<file path="src/rtl/seg7_reader.sv">
// ============================================================================
// seg7_reader: recovers the hex digit shown on an active-low 7-segment bus
// Optional feature macro: SEG7_READER_BLANK_EN (all-off pattern as blank)
// Revision: 1.0
// ============================================================================
`default_nettype none

module seg7_reader #(
  parameter int STABLE_CYCLES = 4,
  parameter int CNT_W         = 8
) (
  input  logic             clk,
  input  logic             resetn,
  input  logic [6:0]       seg,
  input  logic             out_ready,
  output logic             out_valid,
  output logic [3:0]       digit,
  output logic             err,
`ifdef SEG7_READER_BLANK_EN
  output logic             blank,
`endif
  output logic [CNT_W-1:0] err_cnt
);

  typedef enum logic [1:0] {
    IDLE   = 2'd0,
    SETTLE = 2'd1,
    EMIT   = 2'd2
  } state_t;

  localparam logic [CNT_W-1:0] C_STABLE = CNT_W'(STABLE_CYCLES);
  localparam logic [CNT_W-1:0] C_ONE    = CNT_W'(1);

  state_t           state_q, state_d;
  logic [6:0]       sample_q;
  logic [6:0]       last_q, last_d;
  logic [6:0]       cand_q, cand_d;
  logic [CNT_W-1:0] cnt_q, cnt_d;
  logic [3:0]       digit_q, digit_d;
  logic             err_q, err_d;
  logic [CNT_W-1:0] err_cnt_q, err_cnt_d;
  logic [3:0]       dec_digit;
  logic             dec_err;
`ifdef SEG7_READER_BLANK_EN
  logic             blank_q, blank_d;
  logic             dec_blank;
`endif

  // Classify the candidate pattern; unknown codes decode as digit 0 with err.
  always_comb begin
    dec_digit = 4'h0;
    dec_err   = 1'b0;
`ifdef SEG7_READER_BLANK_EN
    dec_blank = 1'b0;
`endif
    case (cand_q)
      7'h40: dec_digit = 4'h0;
      7'h79: dec_digit = 4'h1;
      7'h24: dec_digit = 4'h2;
      7'h30: dec_digit = 4'h3;
      7'h19: dec_digit = 4'h4;
      7'h12: dec_digit = 4'h5;
      7'h02: dec_digit = 4'h6;
      7'h78: dec_digit = 4'h7;
      7'h00: dec_digit = 4'h8;
      7'h10: dec_digit = 4'h9;
      7'h08: dec_digit = 4'hA;
      7'h03: dec_digit = 4'hB;
      7'h46: dec_digit = 4'hC;
      7'h21: dec_digit = 4'hD;
      7'h06: dec_digit = 4'hE;
      7'h0E: dec_digit = 4'hF;
`ifdef SEG7_READER_BLANK_EN
      7'h7F: dec_blank = 1'b1;
`endif
      default: dec_err = 1'b1;
    endcase
  end

  always_comb begin
    state_d   = state_q;
    cand_d    = cand_q;
    cnt_d     = cnt_q;
    last_d    = last_q;
    digit_d   = digit_q;
    err_d     = err_q;
    err_cnt_d = err_cnt_q;
`ifdef SEG7_READER_BLANK_EN
    blank_d   = blank_q;
`endif
    case (state_q)
      IDLE: begin
        if (sample_q != last_q) begin
          state_d = SETTLE;
          cand_d  = sample_q;
          cnt_d   = C_ONE;
        end
      end
      SETTLE: begin
        // cnt_q counts matching samples already seen, so the entry cycle counts as one.
        if (cnt_q >= C_STABLE) begin
          state_d = EMIT;
          digit_d = dec_digit;
          err_d   = dec_err;
          last_d  = cand_q;
`ifdef SEG7_READER_BLANK_EN
          blank_d = dec_blank;
`endif
        end else if (sample_q == cand_q) begin
          cnt_d = cnt_q + C_ONE;
        end else begin
          cand_d = sample_q;
          cnt_d  = C_ONE;
        end
      end
      EMIT: begin
        if (out_ready) begin
          state_d = IDLE;
          if (err_q && (err_cnt_q != {CNT_W{1'b1}})) begin
            err_cnt_d = err_cnt_q + C_ONE;
          end
        end
      end
      default: state_d = IDLE;
    endcase
  end

  always_ff @(posedge clk or negedge resetn) begin
    if (!resetn) begin
      state_q   <= IDLE;
      sample_q  <= 7'h7F;
      last_q    <= 7'h7F;
      cand_q    <= 7'h7F;
      cnt_q     <= '0;
      digit_q   <= 4'h0;
      err_q     <= 1'b0;
      err_cnt_q <= '0;
`ifdef SEG7_READER_BLANK_EN
      blank_q   <= 1'b0;
`endif
    end else begin
      state_q   <= state_d;
      sample_q  <= seg;
      last_q    <= last_d;
      cand_q    <= cand_d;
      cnt_q     <= cnt_d;
      digit_q   <= digit_d;
      err_q     <= err_d;
      err_cnt_q <= err_cnt_d;
`ifdef SEG7_READER_BLANK_EN
      blank_q   <= blank_d;
`endif
    end
  end

  assign out_valid = (state_q == EMIT);
  assign digit     = digit_q;
  assign err       = err_q;
  assign err_cnt   = err_cnt_q;
`ifdef SEG7_READER_BLANK_EN
  assign blank     = blank_q;
`endif

endmodule

`default_nettype wire

</file>
<file path="config.mk">
export PLATFORM = sky130hd
export DESIGN_NAME = seg7_reader
export DESIGN_NICKNAME = d
export VERILOG_FILES = /design/src/rtl/seg7_reader.sv
export SDC_FILE = /design/constraint.sdc
export NUM_CORES = 1
export LEC_CHECK = 0
export BUFFER_PORTS_ARGS = -buffer_cell sky130_fd_sc_hd__buf_2
export CAP_MARGIN = 20
export CORE_ASPECT_RATIO = 1.25
export CORE_UTILIZATION = 55
export CTS_CLUSTER_DIAMETER = 150
export DETAILED_ROUTE_END_ITERATION = 16
export HOLD_SLACK_MARGIN = 0.05
export PLACE_DENSITY = 0.75
export SLEW_MARGIN = 20
export SYNTH_ARGS = -nofsm -noshare
export SYNTH_HDL_FRONTEND = slang
export SYNTH_SLANG_ARGS = --single-unit
</file>
<file path="constraint.sdc">
create_clock -name clk -period 5.9 [get_ports clk]
set_input_delay 0.295 -clock clk [delete_from_list [all_inputs] [get_ports clk]]
set_output_delay 0.295 -clock clk [all_outputs]
set_load 0.005 [all_outputs]
</file>
### Yosys cells after proc, flatten, opt, wreduce, memory -nomap -nowiden

Cells that the tools add are included.

* bits in latches: 0
* memories kept: 0
* memory bits (writable): 0
* bits in read-only memories: 0
* register bits: 44
* logic and storage cells: 60

* magnitude comparators: 1
* mux-type cells: 14
* equal/unequal tests: 25
* div/mod/pow operators: 0
* multiply operators: 0
* shift-type cells: 0
* bitwise gates (word level): 0
* reduce and logical (&&, ||, !) cells: 10
* $add $sub $neg: 2

Operators with widths (count)
* 4-bit case mux with 15 select lines: 1
* 7-bit == test (second input constant): 4
* 8-bit two-way mux: 3
* 7-bit by 5-bit == test with 1-bit output (second input constant): 3
* 7-bit by 6-bit == test with 1-bit output (second input constant): 3
* 7-bit two-way mux: 3
* 8-bit by 1-bit adder with 8-bit output (second input constant): 2
* 8-bit case mux with 2 select lines: 1
* 16-bit OR reduction: 1
* 7-bit by 2-bit == test with 1-bit output (second input constant): 2
* 7-bit by 4-bit == test with 1-bit output (second input constant): 2
* 7-bit case mux with 2 select lines: 1
* 2-bit != test (second input constant): 5
* 3-bit AND reduction: 3
* 8-bit by 3-bit greater-or-equal comparator with 1-bit output (second input constant): 1
* 8-bit != test (second input constant): 1
* 7-bit by 3-bit == test with 1-bit output (second input constant): 1
* 7-bit == test: 1
* 7-bit zero test: 1
* 7-bit != test: 1
* 2-bit two-way mux: 3
* 2-bit case mux with 3 select lines: 1
* 4-bit AND reduction: 1
* 2-bit by 1-bit == test with 1-bit output (second input constant): 1
* 6 further kinds: 6

### Logic depth before layout (Yosys ltp)

Gate-level depths: netlist (run 1).

* depth in word-level cells: 4
* mapped depth: 7
* mapped depth without buffers: 5

### Least setup slack after synthesis (run 1)

No wires, ideal clock.

* path type: reg-to-reg
* start: reg cnt_q[4]
* end: reg cand_q[2]
* period minus slack after synthesis: 2.056 ns
* setup slack: 3.844 ns
* arrival: 1.974 ns
* cell stages (with the launch flop): 7
* data required time: 5.818 ns
* setup time: 0.082 ns
* path through: dfrtp_1 -> or4_1 -> o31a_1 -> a211oi_2 -> and2b_2 -> buf_6 -> mux2_4

* word-level cells in the longest chain between the ends: 3

RTL lines
* from (decl): line 38 `logic [CNT_W-1:0] cnt_q, cnt_d;`
* from (signal assigned): line 146 `cnt_q <= cnt_d;`
* 8-bit by 3-bit greater-or-equal comparator with 1-bit output: line 101 `if (cnt_q >= C_STABLE) begin`
* 2-bit != test (no line)
* 4-bit AND reduction (no line)
* to (signal assigned): line 145 `cand_q <= cand_d;`
* to (decl): line 37 `logic [6:0] cand_q, cand_d;`

No other way between the ends.
A chain may end at the register's enable or synchronous reset.

### Worst setup path after layout (run 1)

* start: reg cnt_q[4]
* end: reg cand_q[0]

Same word-level chain as after synthesis.

==> metrics.md, run 1 <==
| Metric | Value |
|---|---|
| Most frequent cell after synthesis | dfrtp_1 |
| DRT iter0 DRCs | 89 |
| Adder-cell area share of the yosys netlist | 0.0170 |
| DR vias/cell | 5.69 |
| CTS Buf Count | 5 |
| Synth Warn # | 0 |
| Mux contribution to synthesized area | 0.0880 |
| Nature of the critical path startpoint | flop |
| Main combinational cell family by area after synthesis | simple AND/OR/NAND/NOR gates |
| Die X | 58.6 um |
| Post-CTS Setup Bufs | 0 |
| Routability-driven placement congestion ratio | 0.763 |
| Final net count | 231 |
| Leak | 1.09 nW |
| Post-Synth XOR/XNOR Area | 0.0874 |
| Peak Freq | 367 MHz |
| Post-Syn Instances | 202 |
| # IOs | 24 |
| Netlist cell types | 41 |
| DRC Markers | 0 |
| H-tree depth | 2 |
| Setup TNS | 0 ns |
| GRT busiest layer | met2 |
| Synthesized cell area | 2200 um^2 |
| RSZ-0062 raised after global routing | false |
| WHS Path Cells | 1 |
| Syn Area/Cell | 10.9 um^2 |
| Placed instance area | 2320 um^2 |
| Net switching power | 0.000129 W |
| Switching Share | 0.234 |
| Core area | 3820 um^2 |
| Clock Latency Late Sink | about 0.29 ns |
| Net Count, Synth | 215 |
| Post-detailed-placement half-perimeter wirelength | 3070 um |
| Largest net degree at the start of global routing | 45 |
| CTS max path bufs | 2 |
| Worst reg2reg path startpoint | cnt_q[4] |
| Avg WL per Cell | approximately 16 um |
| Period minus WS final | 2.73 ns |
| 1st-pass router iterations | 4 |
| Synth top area cells | dfrtp_1 26%, dfstp_2 25%, mux2_2 5.6% |
| First-pass GRT wire length | 7260 um |
| Clock root cell | clkbuf_8 |
| Die H | 72.8 um |
| Max VDD drop | 0.168 mV |
| Worst R2R End | cand_q[0] |
| Ant. Diodes | 0 |
| Fin. max-slew vios | 0 |
| DR vias | between 1500 and 2000 |
| # hold bufs at CTS | 0 |
| ANT nets after route | 0 |
| Number of global-route vias before repair | 1546 |
| Clk_skew | 0.00469 ns |
| Seq/Total Area, Yosys | 0.511 |
| GR Util met1 | 0.280 |
| Post-synth top area cell | dfrtp_1 |
| Outcome | finished clean |
| PD cells | 229 nW/um^2 |
| Die footprint | ~4300 um^2 |
| Final Hold Fails | 0 |
| WL final | 4280 um |
| Post-synth EDFFs | 0 |
| Met2 Use GR | 0.398 |
| Slew margin rel. | 0.385 |
| Hold endpoint | sample_q[1] |
| Post-route cell area | 2420 um^2 |
| Int Pwr | around 0.00042 W |
| Final period util | 0.462 |
| Clock sink total | between 40 and 50 |
| Global Route Usage Sum | 0.229 |
| Post-synth top cells | 23 x dfrtp_1, 21 x dfstp_2, 19 x nor2_1 |
| Worst Path Arrival | 2.95 ns |
| Sequential power share | 0.594 |
| Req. time, crit path | 6.12 ns |
| Post-synthesis register bit count | 44 |
| Antenna violations before repair | 0 |
| Clk slew on worst S/H paths | roughly 0.080 ns |
| Synth Area in Simple Gates | 0.161 |
| HP Start | seg[1] |
| CP max FO | 13 |
| Min-delay worst type | input port to flop |
| Area Overhead vs Synth | 9.65% |
| FFs w/ async S/R, synth | 1.00 |
| Critical Path Sink Type | flop |
| R2R depth | 5 |
| FF-to-FF setup slack | roughly 3.2 ns |
| Setup violators final | 0 |
| Post_cts resized | 0 |
| Max-cap violation count | 0 |
| Power share of the combinational group | 0.060 |
| Buffers on Ports | 23 |
| Ys flop type | dfrtp_1 |
| Clock power share | 0.346 |
| Starting Density | 0.578 |
| Complex-gate fraction of the synthesized area | 0.102 |
| Final Util | 0.633 |
| Worst-Margin Slew | 0.922 ns |
| Met3 Use GR | 0.0496 |
| Worst Setup Path Type | flop to flop |
| Overflow after GRT | 0 |
| Post-synth top area share | 0.261 |
| CTS tree | done |
| Rows | 25 |
| Layout cell share with drive strength beyond 1 | 0.315 |
==> worst max-delay path, stage by stage, from the launching register on <==
cell,delay [ns]
dfrtp_1,0.41
or4_1,0.53
o31a_1,0.29
a211oi_2,0.57
and2b_2,0.47
mux2_2,0.37
==> final cells by class <==
class / count / area (um^2)
Fill cell: 333 / 1400
Sequential cell: 44 / 1130
Multi-Input combinational cell: 141 / 1000
Timing Repair Buffer: 23 / 115
Clock buffer: 6 / 82.6
Tap cell: 54 / 67.6
Inverter: 3 / 11.3
Clock inverter: 2 / 10.0
==> per-stage QoR <==
stage | setup slack [ns] | instances | power, W | hold slack, ns
global route | 3.05 | 273 | 0.000575 | 0.0812
floorplan | 3.84 | 202 | 0.000353 | -0.000591
detailed placement | 3.22 | 265 | 0.000367 | 0.402
finish | 3.17 | 273 | 0.000553 | 0.0941
global placement | 3.37 | 265 | 0.000364 | 0.399
CTS | 3.21 | 273 | 0.000558 | 0.0845
==> power by group through the flow <==
| stage | Combinational [W] | Sequential, W | Clock [W] |
|---|---|---|---|
| 4_1_cts | 0.0000335 | 0.000328 | 0.000196 |
| 2_1_floorplan | 0.0000309 | 0.000322 | 0 |
| 3_3_place_gp | 0.0000318 | 0.000332 | 0 |
| 3_5_place_dp | 0.0000333 | 0.000334 | 0 |
| 5_1_grt | 0.0000374 | 0.000330 | 0.000207 |
| 6_report | 0.0000330 | 0.000328 | 0.000191 |
==> logic make-up (layout without fill, tap and decap cells) <==
group	count (synthesis)	in the layout
adder cells (fa/ha/maj)	3	3
flip-flops	44	44
buffers and inverters	17	34
multiplexers	16	16
AND/OR/NAND/NOR	67	67
XOR/XNOR	22	22
AO/OA/AOI/OAI	33	33
==> cell usage in the layout, fill, tap and decap left out, types with 4 or more instances in the layout <==
cell,count
nor2_1,19
and3_1,5
a21oi_1,10
o21ai_0,5
nand4_1,4
xnor2_1,12
buf_2,23
dfrtp_1,23
xor2_1,10
a41oi_1,4
nand3_1,5
nand2b_1,4
clkbuf_8,6
nor2b_1,4
nand2_1,8
mux2_4,4
nor3_1,7
dfstp_2,21
mux2_2,11
==> layer usage <==
metal | vias up | part of all wire
met4 | 0 | 0.014
met1 | 773 | 0.42
met2 | 27 | 0.54
met5 | - | 0
li1 | 747 | -
met3 | 6 | 0.028
==> state kept, by name (all words and copies together) (netlist names) <==
name / count
last_q: 7
sample_q: 7
err_cnt: 8
cnt_q: 8
err: 1
digit: 4
cand_q: 7
state_q: 2
==> how the worst max path moves through the flow <==
stage	start	slack, ns	end
floorplan	cnt_q[4]	3.84	cand_q[2]
global placement	cnt_q[4]	3.37	cand_q[6]
detailed placement	cnt_q[4]	3.22	cand_q[0]
CTS	cnt_q[4]	3.21	cand_q[0]
global route	cnt_q[4]	3.05	cand_q[0]
finish	cnt_q[4]	3.17	cand_q[0]
Note: power is estimated with default switching activity, not from simulation.
==> run 2, diff against run 1 <==
--- a/config.mk
+++ b/config.mk
@@ -8,7 +8,7 @@
 export BUFFER_PORTS_ARGS = -buffer_cell sky130_fd_sc_hd__buf_2
 export CAP_MARGIN = 20
 export CORE_ASPECT_RATIO = 1.25
-export CORE_UTILIZATION = 55
+export CORE_UTILIZATION = 52
 export CTS_CLUSTER_DIAMETER = 150
 export DETAILED_ROUTE_END_ITERATION = 16
 export HOLD_SLACK_MARGIN = 0.05
==> constraint.sdc (replaced) <==
create_clock -name clk -period 2.2 [get_ports clk]
set_input_delay 0.11 -clock clk [delete_from_list [all_inputs] [get_ports clk]]
set_output_delay 0.11 -clock clk [all_outputs]
set_load 0.005 [all_outputs]
==> run 2 against run 1 <==
Wire length is 2.2% higher; critical path type unchanged; setup slack worse by 3.1 ns; via count is 4.4% higher; global-route usage is 0.75 points lower; total power grew to 2.9 times the previous value; core utilization is 0.78 points higher; worst hold slack worse by 0.039 ns; sequential share of layout area is 3.4 points lower; sequential power grew to 2.6 times the previous value; non-clock buffer count is 19 higher; design area is 7.9% higher.
==> metrics.md, run 2 (same netlist as run 1, synthesis figures left out) <==
| Metric | Value |
|---|---|
| Post-route cell area | 2610 um^2 |
| CTS Buf Count | 5 |
| DRT iter0 DRCs | 64 |
| Rows | 26 |
| CTS tree | done |
| Sequential power share | 0.525 |
| Final net count | 250 |
| Req. time, crit path | 2.43 ns |
| Max-cap violation count | 0 |
| Worst-Margin Slew | 0.945 ns |
| Clock Latency Late Sink | 0.30 ns |
| Period minus WS final | 2.14 ns |
| FF-to-FF setup slack | a little under 0.06 ns |
| CP peak stage delay | 0.53 ns |
| Layout cell share with drive strength beyond 1 | 0.332 |
| H-tree depth | 2 |
| Ant. Diodes | 0 |
| Clk slew on worst S/H paths | 0.08 ns |
| Post-layout power | 0.00163 W |
| Crit path cell chain | or4_1, o31a_1, a211oi_2, and2b_4, mux2_2 |
| First-pass GRT wire length | 7180 um |
| CTS max path bufs | 2 |
| Final Util | 0.641 |
| Max VDD drop | 0.413 mV |
| Starting Density | 0.542 |
| Crit path launch | cnt_q[4] |
| 1st-pass router iterations | 4 |
| Peak Freq | 467 MHz |
| Most frequent cells in the layout | 23 x dfrtp_1, 23 x buf_2, 21 x dfstp_2 |
| Buffers on Ports | 23 |
| Die footprint | around 4500 um^2 |
| Worst Setup Path Type | flop to flop |
| Switching Share | 0.223 |
| Critical Path Sink Type | flop |
| Number of global-route vias before repair | 1544 |
| Slowest cell on crit path | or4_1 |
| Worst Path Arrival | ~2.4 ns |
| Avg WL per Cell | 14.9 um |
| Nature of the critical path startpoint | flop |
| DR vias/cell | 5.52 |
| Fin. max-slew vios | 0 |
| Clock power share | 0.392 |
| Min-delay worst type | input port to flop |
| HP Start | out_ready |
| Overflow after GRT | 0 |
| Slew margin rel. | 0.370 |
| Post-detailed-placement half-perimeter wirelength | 2880 um |
| Setup TNS | 0 ns |
| Power share of the combinational group | 0.083 |
| WL final | 4380 um |
| Int Pwr | 0.00127 W |
| Worst reg2reg path startpoint | cnt_q[4] |
| ANT nets after route | 0 |
| Net switching power | 0.000363 W |
| Final Hold Fails | 0 |
| CP max FO | 8 |
| Die H | roughly 75 um |
| DR vias | 1622 |
| Die X | between 60 and 70 um |
| Clock sink total | 44 |
| Placed instance area | 2400 um^2 |
| Largest net degree at the start of global routing | 45 |
| Area Overhead vs Synth | 18.3% |
| Global Route Usage Sum | 0.221 |
| PD cells | 625 nW/um^2 |
| Outcome | finished clean |
| Setup violators final | 0 |
| # IOs | 24 |
| Clock root cell | clkbuf_8 |
| Routability-driven placement congestion ratio | 0.856 |
| Cell family with most CP delay | simple AND/OR/NAND/NOR gates |
| Crit path buffers/inverters | 0 |
| Core area | 4070 um^2 |
| Leak | around 1.2 nW |
| Clk_skew | 0.00520 ns |
| DRC Markers | 0 |
| Antenna violations before repair | 0 |
| Final period util | 0.974 |
==> run 2: cell type report <==
class | count | area [um^2]
inverters | 3 | 11.3
clock buffers | 6 | 82.6
repair buffers | 42 | 278
well taps | 56 | 70.1
multi-input cells | 141 | 1000
flip-flops and latches | 44 | 1130
fillers | 327 | 1460
clock inverters | 2 | 33.8
==> run 2: final timing paths <==
path | end | cells past startpoint
setup / recovery | cand_q[1] | 5
hold / removal | state_q[1] | 3
setup reg to reg | cand_q[1] | 5
hold reg to reg | err_cnt[5] | 1
max in group asynchronous | err_cnt[0] | 2
min in group asynchronous | cnt_q[0] | 2
==> run 2: worst register-to-register path: cells and delay by family, from the launching register on <==
kind / cells / cell delay, ns
mux: 1 / 0.36
compound gates: 2 / 0.48
simple gates: 2 / 0.82
flops: 1 / 0.41
==> run 2: through the flow <==
step | hold WS (ns) | std cells | worst slack (ns)
2_1_floorplan | -0.186 | 202 | 0.144
3_3_place_gp | 0.215 | 277 | 0.133
3_5_place_dp | 0.216 | 277 | 0.0736
4_1_cts | 0.0549 | 293 | 0.0431
5_1_grt | 0.0722 | 294 | -0.00395
6_report | 0.0554 | 294 | 0.0581
==> run 2: power groups by stage <==
stage                     clock network (W)  registers, W  logic [W]
after global routing               0.000681      0.000859   0.000151
after global placement                    0      0.000869   0.000121
after CTS                          0.000649      0.000855   0.000136
after detailed placement                  0      0.000869   0.000124
after floorplan                           0      0.000862  0.0000830
final                              0.000639      0.000855   0.000136
==> run 2: repair_timing <==
| item | 4_1_cts | 5_1_grt |
|---|---|---|
| gates resized for setup | 0 | 1 |
| endpoints found under the setup margin | 0 | 7 |
| hold buffers | 8 | 0 |
| endpoints found under the hold margin | 30 | 0 |
| setup buffers | 0 | 1 |
==> run 2: routing by layer <==
layer | track usage | part of all wire
met1 | 0.285 | 0.44
met2 | 0.342 | 0.51
met3 | 0.0550 | 0.029
met4 | 0.119 | 0.026
met5 | 0 | 0
==> run 3, diff against run 2 <==
--- a/config.mk
+++ b/config.mk
@@ -6,8 +6,6 @@
 export NUM_CORES = 1
 export LEC_CHECK = 0
 export BUFFER_PORTS_ARGS = -buffer_cell sky130_fd_sc_hd__buf_2
-export CAP_MARGIN = 20
-export CORE_ASPECT_RATIO = 1.25
 export CORE_UTILIZATION = 52
 export CTS_CLUSTER_DIAMETER = 150
 export DETAILED_ROUTE_END_ITERATION = 16
==> run 3 against run 2 <==
Total power fell by 0.31%; first-iteration DRC count is 150% higher; maximum frequency increased by 2.3%; largest cell class unchanged; largest power group unchanged.
==> metrics.md, run 3 (same netlist as run 1, synthesis figures left out) <==
| Metric | Value |
|---|---|
| Largest net degree at the start of global routing | 45 |
| WL final | 4010 um |
| Placed instance area | 2390 um^2 |
| Routability-driven placement congestion ratio | 0.810 |
| Hold Slack | roughly 0.054 ns |
| Period minus WS final | 2.09 ns |
| Area Overhead vs Synth | 17.2% |
| Most frequent cells in the layout | 23 x dfrtp_1, 23 x buf_2, 21 x dfstp_2 |
| FF-to-FF setup slack | between 0.1 and 0.15 ns |
| CTS max path bufs | 2 |
| Nature of the critical path startpoint | flop |
| CTS tree | done |
| Crit path launch | cnt_q[4] |
| Antenna violations before repair | 0 |
| Clock root cell | clkbuf_8 |
| Max-cap violation count | 0 |
| Max VDD drop | 0.393 mV |
| Leak | 1.18 nW |
| CTS Buf Count | 5 |
| Clock Latency Late Sink | around 0.31 ns |
| Die H | 67.1 um |
| Overflow after GRT | 0 |
| RSZ-0062 raised after global routing | true |
| Die X | approximately 67 um |
| Peak Freq | 478 MHz |
| DRT iter0 DRCs | 157 |
| ANT nets after route | 0 |
| Worst R2R End | cand_q[6] |
| Post-layout power | roughly 0.0016 W |
| Worst Path Arrival | 2.33 ns |
| Clk slew on worst S/H paths | 0.08 ns |
| Post-detailed-placement half-perimeter wirelength | ~2800 um |
| Min-delay worst type | input port to flop |
| H-tree depth | 2 |
| Layout cell share with drive strength beyond 1 | 0.331 |
| Clk_skew | 0.00694 ns |
| R2R depth | 5 |
| Number of global-route vias before repair | 1635 |
| PD cells | 629 nW/um^2 |
| Final net count | 248 |
| Post-route cell area | 2580 um^2 |
| DRC Markers | 0 |
| HP Start | out_ready |
| Fin. max-slew vios | 0 |
| Global Route Usage Sum | 0.219 |
| Critical Path Sink Type | flop |
| Req. time, crit path | 2.44 ns |
| Setup violators final | 0 |
| Clock sink total | 44 |
| Starting Density | 0.547 |
| Slew margin rel. | 0.379 |
| Worst-Margin Slew | 0.931 ns |
| Worst Setup Path Type | flop to flop |
| Rows | 23 |
| DR vias | 1577 |
| Ant. Diodes | 0 |
| 1st-pass router iterations | 4 |
| Core area | between 4000 and 5000 um^2 |
| DR vias/cell | 5.51 |
| Worst reg2reg path startpoint | cnt_q[4] |
| Final Hold Fails | 0 |
| Final period util | 0.952 |
| First-pass GRT wire length | 7180 um |
| Crit path capture | cand_q[6] |
| # IOs | 24 |
| CP max FO | 8 |
| Buffers on Ports | 23 |
| Die footprint | ~4500 um^2 |
| Avg WL per Cell | 14.0 um |
| Outcome | finished clean |
==> run 3: cell types whose count changed in the layout (fill, tap and decap cells not counted) <==
| cell | before | now |
|---|---|---|
| buf_4 | 11 | 9 |
| clkbuf_8 | 6 | 5 |
| clkinv_1 | 1 | 0 |
| clkinvlp_4 | 0 | 1 |
| inv_6 | 0 | 1 |
==> run 3: report_power, final <==
part / switching (W) / internal (W) / total (W)
clock: 0.000294 / 0.000342 / 0.000636
combinational: 0.0000689 / 0.0000639 / 0.000133
sequential: 0.0000187 / 0.000837 / 0.000856
==> run 3: repair_timing <==
action | CTS | global route
setup endpoints to repair | 0 | 4
resized for setup | 0 | 1
hold buffers | 8 | 0
buffers inserted | 0 | 0
endpoints found under the hold margin | 30 | 0
==> run 3: routing by layer <==
metal	up-vias	global-route usage	share of wire
met5	-	0	0
met4	0	0.106	0.022
met3	8	0.0479	0.028
met2	27	0.359	0.48
met1	761	0.273	0.47
li1	781	-	-
==> run 3: critical path, stage by stage, from the launching register on <==
cell and delay (ns):
dfrtp_1 0.41, or4_1 0.52, o31a_1 0.28, a211oi_2 0.19, and2b_4 0.27, mux2_2 0.36
==> run 3: how the worst min path moves through the flow <==
| stage | cells after the start | slack, ns | to |
|---|---|---|---|
| after floorplan | 0 | -0.19 | cnt_q[0] |
| after global placement | 1 | 0.21 | sample_q[6] |
| after detailed placement | 1 | 0.22 | sample_q[2] |
| after CTS | 3 | 0.05 | state_q[1] |
| after global routing | 3 | 0.07 | state_q[1] |
| final | 3 | 0.05 | state_q[1] |
==> run 3: cell type report <==
type                       count  area (um^2)
clock inverter                 3         46.3
sequential                    44         1130
timing repair buffer          40          263
fill                         319         1450
clock buffer                   5         68.8
multi-input combinational    141         1000
inverter                       3         11.3
tap                           50         62.6
==> run 3: through the flow <==
stage / instances / util / setup WS (ns) / TNS [ns]
2_1_floorplan: 202 / - / 0.144 / 0
3_3_place_gp: 270 / 0.593 / 0.132 / 0
3_5_place_dp: 270 / 0.593 / 0.0846 / 0
4_1_cts: 286 / 0.641 / 0.0568 / 0
5_1_grt: 286 / 0.641 / -0.00155 / -0.00155
6_report: 286 / 0.641 / 0.106 / 0
